## config.mk

```make
export PLATFORM = sky130hd
export DESIGN_NAME = multicycle_ctrl_fsm_flat
export DESIGN_NICKNAME = d
export VERILOG_FILES = /design/src/rtl/multicycle_ctrl_fsm_pkg.sv /design/src/rtl/multicycle_ctrl_fsm_if.sv /design/src/rtl/multicycle_ctrl_fsm_dec.sv /design/src/rtl/multicycle_ctrl_fsm.sv /design/src/flat_wrapper.sv
export SDC_FILE = /design/constraint.sdc
export NUM_CORES = 1
export LEC_CHECK = 0
export CAP_MARGIN = 20
export CORE_UTILIZATION = 40
export CTS_CLUSTER_SIZE = 16
export DETAILED_ROUTE_END_ITERATION = 8
export PLACE_DENSITY_LB_ADDON = 0.15
export SYNTH_ARGS = -nofsm -noshare
export SYNTH_HDL_FRONTEND = slang
export SYNTH_SLANG_ARGS = --single-unit
```

## constraint.sdc

```tcl
create_clock -name clk -period 3.97 [get_ports clk]
set_clock_uncertainty 0.2 [all_clocks]
set_input_delay 0.9925 -clock clk [delete_from_list [all_inputs] [get_ports clk]]
set_output_delay 0.9925 -clock clk [all_outputs]
set_load 0.05 [all_outputs]
```

## src/rtl/multicycle_ctrl_fsm_pkg.sv

```systemverilog
// Shared constants and types for the multi-cycle control sequencer:
// opcode map, instruction classes, state encoding and ImmSrc codes.
package multicycle_ctrl_fsm_pkg;

  localparam int TMO_W = 8;

  localparam logic [3:0] OP_IALU0 = 4'h6;
  localparam logic [3:0] OP_IALU1 = 4'h7;
  localparam logic [3:0] OP_STORE = 4'h8;
  localparam logic [3:0] OP_LOAD  = 4'h9;
  localparam logic [3:0] OP_LI    = 4'hA;
  localparam logic [3:0] OP_BR0   = 4'hB;
  localparam logic [3:0] OP_BR1   = 4'hC;
  localparam logic [3:0] OP_JUMP  = 4'hD;
  localparam logic [3:0] OP_NOP   = 4'hE;
  localparam logic [3:0] OP_HALT  = 4'hF;

  localparam logic [1:0] IMM_I = 2'b00;
  localparam logic [1:0] IMM_S = 2'b01;
  localparam logic [1:0] IMM_B = 2'b10;
  localparam logic [1:0] IMM_J = 2'b11;

  typedef enum logic [2:0] {
    ST_IDLE   = 3'd0,
    ST_FETCH  = 3'd1,
    ST_DECODE = 3'd2,
    ST_EXEC   = 3'd3,
    ST_MEM    = 3'd4,
    ST_WB     = 3'd5,
    ST_HALT   = 3'd6
  } state_e;

  typedef enum logic [3:0] {
    CLS_RALU, CLS_IALU, CLS_STORE, CLS_LOAD, CLS_LI,
    CLS_BRANCH, CLS_JUMP, CLS_NOP, CLS_HALT
  } op_class_e;

  function automatic op_class_e classify(input logic [3:0] op);
    op_class_e c;
    case (op)
      OP_IALU0, OP_IALU1: c = CLS_IALU;
      OP_STORE:           c = CLS_STORE;
      OP_LOAD:            c = CLS_LOAD;
      OP_LI:              c = CLS_LI;
      OP_BR0, OP_BR1:     c = CLS_BRANCH;
      OP_JUMP:            c = CLS_JUMP;
      OP_NOP:             c = CLS_NOP;
      OP_HALT:            c = CLS_HALT;
      default:            c = CLS_RALU;
    endcase
    return c;
  endfunction

endpackage

```

## src/rtl/multicycle_ctrl_fsm_if.sv

```systemverilog
// Bus between the control sequencer and the datapath / fetch / data memory.
interface multicycle_ctrl_fsm_if #(parameter int RETIRE_W = 16);
  logic                run;
  logic [3:0]          opcode;
  logic                instr_valid;
  logic                mem_ready;
  logic                ResultSrc;
  logic                MemRead;
  logic                MemWrite;
  logic                ALUSrc;
  logic [1:0]          ImmSrc;
  logic                RegWrite;
  logic                Branch;
  logic                Jump;
  logic                pc_en;
  logic                ir_load;
  logic                halted;
  logic                mem_err;
  logic [RETIRE_W-1:0] retired;
  logic [2:0]          state_dbg;

  modport master (
    output run, opcode, instr_valid, mem_ready,
    input  ResultSrc, MemRead, MemWrite, ALUSrc, ImmSrc, RegWrite, Branch, Jump,
           pc_en, ir_load, halted, mem_err, retired, state_dbg
  );

  modport slave (
    input  run, opcode, instr_valid, mem_ready,
    output ResultSrc, MemRead, MemWrite, ALUSrc, ImmSrc, RegWrite, Branch, Jump,
           pc_en, ir_load, halted, mem_err, retired, state_dbg
  );
endinterface

```

## src/rtl/multicycle_ctrl_fsm_dec.sv

```systemverilog
// Opcode class decoder: maps an opcode to its class and the static
// ALU operand-B / immediate-format selects for that class.
module opcode_class_decoder
  import multicycle_ctrl_fsm_pkg::*;
(
  input  logic [3:0] op_i,
  output op_class_e  cls_o,
  output logic       alu_src_o,
  output logic [1:0] imm_src_o
);

  always_comb begin
    cls_o     = classify(op_i);
    alu_src_o = 1'b0;
    imm_src_o = IMM_I;
    case (cls_o)
      CLS_IALU:   begin alu_src_o = 1'b1; imm_src_o = IMM_I; end
      CLS_LI:     begin alu_src_o = 1'b1; imm_src_o = IMM_J; end
      CLS_LOAD:   begin alu_src_o = 1'b1; imm_src_o = IMM_I; end
      CLS_STORE:  begin alu_src_o = 1'b1; imm_src_o = IMM_S; end
      CLS_BRANCH: imm_src_o = IMM_B;
      CLS_JUMP:   imm_src_o = IMM_J;
      default:    ;
    endcase
  end

endmodule

```

## src/rtl/multicycle_ctrl_fsm.sv

```systemverilog
// Multi-cycle control sequencer: FETCH/DECODE/EXEC/MEM/WB state machine with
// data-memory timeout, sticky halt/fault flags and a saturating retire counter.
module multicycle_ctrl_fsm
  import multicycle_ctrl_fsm_pkg::*;
#(
  parameter int MEM_TIMEOUT = 15,
  parameter int RETIRE_W    = 16
)(
  input  logic                 clk,
  input  logic                 reset,
  multicycle_ctrl_fsm_if.slave bus
);

  state_e              state_q, state_d;
  logic [3:0]          op_q, op_d;
  logic [TMO_W-1:0]    tmo_q, tmo_d;
  logic                mem_err_q, mem_err_d;
  logic [RETIRE_W-1:0] retired_q, retired_d;

  logic [3:0] dec_op;
  op_class_e  cls;
  logic       alu_src;
  logic [1:0] imm_src;
  logic       tmo_hit;
  logic       retire;
  state_e     done_st;

  // The live opcode is only looked at while decoding; afterwards the latched copy rules.
  assign dec_op = (state_q == ST_DECODE) ? bus.opcode : op_q;

  opcode_class_decoder u_dec (
    .op_i      (dec_op),
    .cls_o     (cls),
    .alu_src_o (alu_src),
    .imm_src_o (imm_src)
  );

  assign done_st = bus.run ? ST_FETCH : ST_IDLE;
  assign tmo_hit = (state_q == ST_MEM) && !bus.mem_ready &&
                   (tmo_q == TMO_W'(MEM_TIMEOUT - 1));

  always_ff @(posedge clk or negedge reset) begin
    if (!reset) state_q <= ST_IDLE;
    else        state_q <= state_d;
  end

  always_comb begin
    state_d = state_q;
    unique case (state_q)
      ST_IDLE:   if (bus.run) state_d = ST_FETCH;
      ST_FETCH:  if (bus.instr_valid) state_d = ST_DECODE;
      ST_DECODE: begin
        if (cls == CLS_NOP)       state_d = done_st;
        else if (cls == CLS_HALT) state_d = ST_HALT;
        else                      state_d = ST_EXEC;
      end
      ST_EXEC: begin
        if (cls == CLS_BRANCH || cls == CLS_JUMP)    state_d = done_st;
        else if (cls == CLS_LOAD || cls == CLS_STORE) state_d = ST_MEM;
        else                                          state_d = ST_WB;
      end
      ST_MEM: begin
        if (bus.mem_ready) state_d = (cls == CLS_LOAD) ? ST_WB : done_st;
        else if (tmo_hit)  state_d = ST_HALT;
      end
      ST_WB:   state_d = done_st;
      ST_HALT: state_d = ST_HALT;
      default: state_d = ST_IDLE;
    endcase
  end

  always_comb begin
    bus.ResultSrc = 1'b0;
    bus.MemRead   = 1'b0;
    bus.MemWrite  = 1'b0;
    bus.ALUSrc    = 1'b0;
    bus.ImmSrc    = IMM_I;
    bus.RegWrite  = 1'b0;
    bus.Branch    = 1'b0;
    bus.Jump      = 1'b0;
    bus.pc_en     = 1'b0;
    bus.ir_load   = 1'b0;
    bus.halted    = 1'b0;
    unique case (state_q)
      ST_FETCH:  bus.ir_load = bus.instr_valid;
      ST_DECODE: bus.pc_en = (cls == CLS_NOP);
      ST_EXEC: begin
        bus.ALUSrc = alu_src;
        bus.ImmSrc = imm_src;
        bus.Branch = (cls == CLS_BRANCH);
        bus.Jump   = (cls == CLS_JUMP);
        bus.pc_en  = (cls == CLS_BRANCH) || (cls == CLS_JUMP);
      end
      ST_MEM: begin
        bus.ALUSrc   = alu_src;
        bus.ImmSrc   = imm_src;
        bus.MemRead  = (cls == CLS_LOAD);
        bus.MemWrite = (cls == CLS_STORE);
        bus.pc_en    = (cls == CLS_STORE) && bus.mem_ready;
      end
      ST_WB: begin
        bus.ALUSrc    = alu_src;
        bus.ImmSrc    = imm_src;
        bus.RegWrite  = 1'b1;
        bus.pc_en     = 1'b1;
        bus.ResultSrc = (cls == CLS_LOAD);
      end
      ST_HALT: bus.halted = 1'b1;
      default: ;
    endcase
  end

  // Every retire except HALT coincides with a PC advance.
  assign retire = bus.pc_en || ((state_q == ST_DECODE) && (cls == CLS_HALT));

  always_comb begin
    op_d      = (state_q == ST_DECODE) ? bus.opcode : op_q;
    tmo_d     = ((state_q == ST_MEM) && !bus.mem_ready) ? tmo_q + TMO_W'(1) : '0;
    mem_err_d = mem_err_q || tmo_hit;
    retired_d = (retire && (retired_q != '1)) ? retired_q + RETIRE_W'(1) : retired_q;
  end

  always_ff @(posedge clk or negedge reset) begin
    if (!reset) begin
      op_q      <= '0;
      tmo_q     <= '0;
      mem_err_q <= 1'b0;
      retired_q <= '0;
    end else begin
      op_q      <= op_d;
      tmo_q     <= tmo_d;
      mem_err_q <= mem_err_d;
      retired_q <= retired_d;
    end
  end

  assign bus.mem_err   = mem_err_q;
  assign bus.retired   = retired_q;
  assign bus.state_dbg = state_q;

endmodule

```

## src/flat_wrapper.sv

```systemverilog
// flat-port wrapper written by rule: the top's interface ports become plain ports
module multicycle_ctrl_fsm_flat import multicycle_ctrl_fsm_pkg::*;
#(
  parameter int MEM_TIMEOUT = 15,
  parameter int RETIRE_W    = 16
)
  (clk, reset, bus_run, bus_opcode, bus_instr_valid, bus_mem_ready, bus_ResultSrc, bus_MemRead, bus_MemWrite, bus_ALUSrc, bus_ImmSrc, bus_RegWrite, bus_Branch, bus_Jump, bus_pc_en, bus_ir_load, bus_halted, bus_mem_err, bus_retired, bus_state_dbg);
  multicycle_ctrl_fsm_if #(.RETIRE_W(RETIRE_W)) bus_i ();
  input  logic clk;
  input  logic reset;
  input wire logic [$bits(bus_i.run)-1:0] bus_run;
  input wire logic [$bits(bus_i.opcode)-1:0] bus_opcode;
  input wire logic [$bits(bus_i.instr_valid)-1:0] bus_instr_valid;
  input wire logic [$bits(bus_i.mem_ready)-1:0] bus_mem_ready;
  output wire logic [$bits(bus_i.ResultSrc)-1:0] bus_ResultSrc;
  output wire logic [$bits(bus_i.MemRead)-1:0] bus_MemRead;
  output wire logic [$bits(bus_i.MemWrite)-1:0] bus_MemWrite;
  output wire logic [$bits(bus_i.ALUSrc)-1:0] bus_ALUSrc;
  output wire logic [$bits(bus_i.ImmSrc)-1:0] bus_ImmSrc;
  output wire logic [$bits(bus_i.RegWrite)-1:0] bus_RegWrite;
  output wire logic [$bits(bus_i.Branch)-1:0] bus_Branch;
  output wire logic [$bits(bus_i.Jump)-1:0] bus_Jump;
  output wire logic [$bits(bus_i.pc_en)-1:0] bus_pc_en;
  output wire logic [$bits(bus_i.ir_load)-1:0] bus_ir_load;
  output wire logic [$bits(bus_i.halted)-1:0] bus_halted;
  output wire logic [$bits(bus_i.mem_err)-1:0] bus_mem_err;
  output wire logic [$bits(bus_i.retired)-1:0] bus_retired;
  output wire logic [$bits(bus_i.state_dbg)-1:0] bus_state_dbg;
  assign bus_i.run = bus_run;
  assign bus_i.opcode = bus_opcode;
  assign bus_i.instr_valid = bus_instr_valid;
  assign bus_i.mem_ready = bus_mem_ready;
  assign bus_ResultSrc = bus_i.ResultSrc;
  assign bus_MemRead = bus_i.MemRead;
  assign bus_MemWrite = bus_i.MemWrite;
  assign bus_ALUSrc = bus_i.ALUSrc;
  assign bus_ImmSrc = bus_i.ImmSrc;
  assign bus_RegWrite = bus_i.RegWrite;
  assign bus_Branch = bus_i.Branch;
  assign bus_Jump = bus_i.Jump;
  assign bus_pc_en = bus_i.pc_en;
  assign bus_ir_load = bus_i.ir_load;
  assign bus_halted = bus_i.halted;
  assign bus_mem_err = bus_i.mem_err;
  assign bus_retired = bus_i.retired;
  assign bus_state_dbg = bus_i.state_dbg;
  multicycle_ctrl_fsm #(.MEM_TIMEOUT(MEM_TIMEOUT), .RETIRE_W(RETIRE_W)) u_core (.clk(clk), .reset(reset), .bus(bus_i));
endmodule
```

==> impl_metrics.yaml <==
critical_path:
  cp_slowest_cell: "o32a_1"
  critical_path_required_ns: 2.78
  rr_worst_depth: 16
  path_cells: "clkbuf_2 > inv_2 > o21ai_4 > ha_4 > buf_4 > nand2b_4 > o32a_1 > a211oi_4 > o21ai_2 > nand3_2 > buf_12"
  endpoint_kind: "output port"
  path_class: "in2out"
  crit_arrival_ns: 2.67
  worstSetupStartpointType: "input port"
  r2r_setup_slack_ns: 0.65
  max_stage_delay_ns: 0.38
  crit_fanout: 2
drt:
  ant_nets: 0
  viasPerCell: 5.136
  totalWireLength_um: 5112
  dr_total_vias: 1931
  drt_first_iter_violations: 136
  wl_per_cell_um: 13.60
  drt_pre_antenna_iters: 4
  drc: 0
yosys:
  synth.most_common_cell: "nor2_1"
  yosys_warnings: 0
  synth-edff-count: 0
  ys_ff_latch: 32
  synth_common_cells: "nor2_1, dfrtp_1, nand2_1"
  async_reset_ff_share_pct: 100.0
  avgSynthCellArea_sq_um: 8.709
  synth_area_leaders: "dfrtp_1, nor2_1, xnor2_1"
  synth_area_sq_um: 2003
  ys_seq_area_share_pct: 39.98
  syn_inst: 230
  yosysTopAreaCellShare_pct: 39.98
  synth_ff_type: "dfrtp_1"
  synth_cell_types: 47
  yosys.area.top_type: "dfrtp_1"
  syn-num-nets: 243
sta:
  finalMaxSlewViolations: 0
  fin_crit_sh_pct: 97.20
  hold_viol: 0
  rsz0062_at_grt: "no"
  min_period_ns: 3.859
  fin_setup_tns_ns: 0
  hold_ws_ns: 0.2813
  worstMarginPinSlew_ns: 0.5060
  relSlewSlack_pct: 66.16
  setup_violations: 0
  fmax_mhz: 259.1
  setup_ws_ns: 0.1111
final_layout:
  drive_gt1_share_pct: 26.21
  fillerInstances: 406
  diodes: 0
  synthToLayoutAreaGrowth_pct: 50.09
  fin_nets: 321
  utilization_pct: 62.82
clocking:
  htree_levels: 2
  numClockSinks: 32
  cts_tree: "built"
  cts_buffers: 5
  clock_latency_ns: 0.29
  clockBufferDepth: 2
  clk_pin_slew_worst_paths_ns: 0.07
  root_buffer: "clkbuf_8"
power:
  powerDensity_nw_per_um2: 616.6
  vdd_drop_max_uv: 409.6
  total_leakage_power_uw: 0.001268
placement:
  numPortBuffers: 40
  dpl.hpwl_um: 3824
  place_ws_ns: -0.3718
  routabilityCongestion: 0.8884
die:
  ios: 41
  rows: 25
  die-area_sq_um: 5295
  core_sq_um: 4786
  die_w_um: 72.77
  start_util_pct: 41.86
  fp.dieH_um: 72.77
global_routing:
  antenna_found_initial: 0
  grt_pass1_vias: 1889
  grt_max_degree: 24
  grt.overflow.total: 0
  grt_pass1_wl_um: 8631
  grtUsageTotal_pct: 21.20
job:
  maxCapViolations: 0
worst_hold_path:
  hold_path_class: "reg2reg"
  whs_path_depth: 1
status:
  status: "complete, no violations"
[worst max-delay path: cells and delay by family]
family | cells | cell delay [ns]
fa+ha+maj | 1 | 0.16
simple gates | 2 | 0.23
compound gates | 4 | 0.83
buf+inv | 4 | 0.44
[metrics by stage]
stage                     cells  total power [uW]  cell area [sq um]
after detailed placement    362              1452               2814
after global placement      362              1449               2814
final                       376              1854               3007
after CTS                   374              1831               2992
after global routing        376              1965               3007
after floorplan             230              1051               2043
[worst paths after layout]
check / startpoint / endpoint
hold / removal: u_core.bus.mem_err$_DFF_PN0_ / u_core.bus.mem_err$_DFF_PN0_
hold reg to reg: u_core.bus.mem_err$_DFF_PN0_ / u_core.bus.mem_err$_DFF_PN0_
setup reg to reg: u_core.bus.state_dbg[2]$_DFFE_PN0P_ / u_core.bus.retired[9]$_DFFE_PN0P_
setup / recovery: bus_opcode[1] / bus_pc_en
min in group asynchronous: reset / u_core.tmo_q[1]$_DFF_PN0_
max in group asynchronous: reset / u_core.op_q[2]$_DFF_PN0_
[what timing repair did]
action / 4_1_cts / 5_1_grt
gates cloned: 0 / 0
hold buffers: 0 / 0
gates resized for setup: 14 / 5
buffers inserted: 4 / 2
pin swaps: 6 / 6
endpoints found under the setup margin: 8 / 4
[cell families after synthesis]
group	count (synthesis)	share of synthesized area, %
and+or+nand+nor	119	29.61
xor gates and xnor gates	19	8.307
buffers and inverters	13	2.811
muxes	5	2.623
AOI/OAI and AO/OA	38	14.18
DFF	32	39.98
adders and majority gates	4	2.499
[final cells by class]
cell class | instances | area [sq um] | share of cell area, %
timing repair buffer | 76 | 748.2 | 24.89
clock inverter | 2 | 35.03 | 1.165
clock buffer | 6 | 72.57 | 2.414
sequential | 32 | 802.0 | 26.68
inverter | 8 | 30.03 | 0.9988
tap | 67 | 83.83 | 2.788
multi-input combinational | 185 | 1235 | 41.07
[flip-flops by register name (all words and copies together), names as in the netlist]
| signal | cells |
|---|---|
| u_core.bus.retired | 16 |
| u_core.bus.mem_err | 1 |
| u_core.op_q | 4 |
| u_core.bus.state_dbg | 3 |
| u_core.tmo_q | 8 |
[cell usage in the layout (no fill, tap or decap), drive strengths merged, types with 5 or more instances in the layout]
| master | count |
|---|---|
| nand2 | 28 |
| clkbuf | 8 |
| nor2b | 6 |
| a21oi | 7 |
| xor2 | 5 |
| o21ai | 10 |
| inv | 8 |
| nor2 | 33 |
| xnor2 | 14 |
| and3 | 5 |
| buf | 46 |
| clkdlybuf4s50 | 28 |
| nand4 | 6 |
| nand3 | 17 |
| dfrtp | 32 |
[layer usage]
metal / global-route usage (%) / vias to the layer above / wire length, um / share of wire (%)
met2: 35.20 / 45 / 2548 / 50
met3: 4.282 / 7 / 158 / 3.1
li1: - / 970 / - / -
met5: 0 / - / 0 / 0
met4: 8.715 / 0 / 63 / 1.2
met1: 26.94 / 909 / 2341 / 46
[report_power, final]
part | internal [uW] | total [uW] | switching, uW
sequential | 379 | 447 | 68.5
clock | 186 | 314 | 128
combinational | 475 | 1090 | 618
total | 1040 | 1850 | 814
Note: power is estimated with default switching activity, not from simulation.
==> edit, RTL diff (same flow settings) <==
Make the reset (`reset`) synchronous in 2 clocked blocks.
--- a/src/rtl/multicycle_ctrl_fsm.sv
+++ b/src/rtl/multicycle_ctrl_fsm.sv
@@ -40,5 +40,5 @@
                    (tmo_q == TMO_W'(MEM_TIMEOUT - 1));
 
-  always_ff @(posedge clk or negedge reset) begin
+  always_ff @(posedge clk) begin
     if (!reset) state_q <= ST_IDLE;
     else        state_q <= state_d;
@@ -121,5 +121,5 @@
   end
 
-  always_ff @(posedge clk or negedge reset) begin
+  always_ff @(posedge clk) begin
     if (!reset) begin
       op_q      <= '0;
Behaviour: differs if reset is asserted again (counterexample within 4 cycles, from zero or initial values and one cycle with reset low); with reset held inactive, the same outputs for 10 cycles.
==> edit against the unedited design <==
- design area is 4.0% higher
- worst hold slack better by 0.0050 ns
- setup slack worse by 0.086 ns
- wire length is 8.5% higher
- sequential cell count stayed put
- synthesized area is 11% higher
- critical path type unchanged
- highest routed layer unchanged
- non-clock buffer count is 7 lower
Power is not compared: it rests on default switching activity, and its combinational part moved more than twofold at a synthesized area within 25%.
==> edit: results <==
clock_network:
  htree_levels: 2
  clk_latency_ns: 0.28
  cts_root_buf: "clkbuf_8"
  cts_buffers: 5
  cts_buffer_depth: 2
  clk_pin_slew_ns: 0.06
synth:
  synth_most_common_cell: "dfxtp_1"
  netlist_top_cells_area: "dfxtp_1 29%, mux2i_1 7.7%, nand2b_1 5.6%, nand2_1 5.2%, nor2_1 4.1%"
  synth_nets: 289
  post_synth_num_cell_types: 54
  yosys_warnings: 0
  synthArstFlopShare_pct: 0
  syn_inst: 276
  ys_seq_area_share_pct: 28.8
  ys_top_cells_by_count: "32 x dfxtp_1, 31 x nand2_1, 24 x nor2_1"
critical_path:
  crit_end: "bus_pc_en"
  critPathArrivalTime_ns: 2.75
  worstPathMaxFanout: 6
  crit_start: "bus_opcode[0]"
  reg2reg_slack_ns: 0.89
  r2r-start: "u_core.bus.state_dbg[0]"
  r2r_cells: 10
  timing.rr.end: "u_core.bus.retired[1]"
finish:
  n_fill_cell: 465
  nets: 348
  final_layout_size_suffix_gt1_share_pct: 24.4
  largest_reg_flops: 16
  n_antenna_cell: 0
timing:
  slew_headroom_pct: 55.3
place:
  dp_hpwl_mm: 4.04
  portBuffers: 40
  gp_congestion: 0.884
hold_path:
  hold_path_class: "reg -> reg"
global_routing:
  grt_pass1_wl_mm: 9.40
  grt_antenna_before_repair: 0
  grt_max_degree: 19
  first_global_vias: 1974
  grt_use_total_pct: 19.7
pwr:
  peakVddDrop_mv: 0.202
  p_leak_nw: 1.10
detailed_routing:
  viasPerCell: 5.30
  drt-pass1-iter-count: 4
  drtIter0Drc: 163
  finalWirelength_mm: 5.54
run_status:
  status: "complete, no violations"
==> edit: area by class of cell <==
type	count	area, um^2	area share (%)
multi-input cells	218	1540	49.3
well taps	70	87.6	2.80
clock buffers	8	90.1	2.88
inverters	9	37.5	1.20
flip-flops and latches	32	649	20.8
repair buffers	69	721	23.1
==> edit: how the worst min path moves through the flow <==
stage | start | to | depth (start not counted)
3_3_place_gp | u_core.tmo_q[0] | u_core.tmo_q[0] | 1
6_report | u_core.tmo_q[0] | u_core.tmo_q[0] | 1
2_1_floorplan | u_core.tmo_q[0] | u_core.tmo_q[0] | 1
3_5_place_dp | u_core.tmo_q[0] | u_core.tmo_q[0] | 1
5_1_grt | u_core.bus.retired[6] | u_core.bus.retired[6] | 2
4_1_cts | u_core.bus.retired[11] | u_core.bus.retired[11] | 2
==> edit: metrics by stage <==
stage                     worst slack (ns)  TNS [ns]  std cells  hold WS (ns)  area (um^2)
after floorplan                    -0.0391   -0.0391        276         0.241         2300
after global placement              -0.351     -1.32        392         0.265         2970
after detailed placement            -0.413     -1.51        392         0.280         2970
after CTS                         0.000595         0        404         0.294         3090
after global routing               -0.0288   -0.0408        406         0.308         3130
final                               0.0248         0        406         0.286         3130
==> edit: routing by layer <==
layer	part of all wire, %	global-route usage, %	vias to the layer above	routed length, um
met4	1.1	6.92	0	61
li1	-	-	1109	-
met5	0	0	-	0
met2	47	31.9	47	2610
met1	48	25.9	989	2680
met3	3.4	3.83	6	191
==> edit: repair_timing <==
item                                    4_1_cts  5_1_grt
endpoints found under the setup margin        8        2
gates resized for setup                      14        3
pin swaps                                     6        5
setup buffers                                 4        2
==> edit: critical path, stage by stage <==
cell and delay (ns):
buf_6 0.09, mux2_4 0.27, ha_4 0.28, or4b_4 0.50, a21oi_2 0.15, o21ai_2 0.08, o2111a_4 0.18, clkinvlp_4 0.08
buf_12 0.13
==> edit: power by group <==
group / internal [mW] / switching, mW
Combinational: 0.0516 / 0.0581
Sequential: 0.324 / 0.00476
Clock: 0.141 / 0.110
Total: 0.517 / 0.172
==> edit: kinds of logic after synthesis <==
family | synth area share [%]
flops | 28.8
compound gates | 18.1
xor+xnor | 1.97
buf+inv | 5.57
simple gates | 34.1
mux | 9.18
fa+ha+maj | 2.25
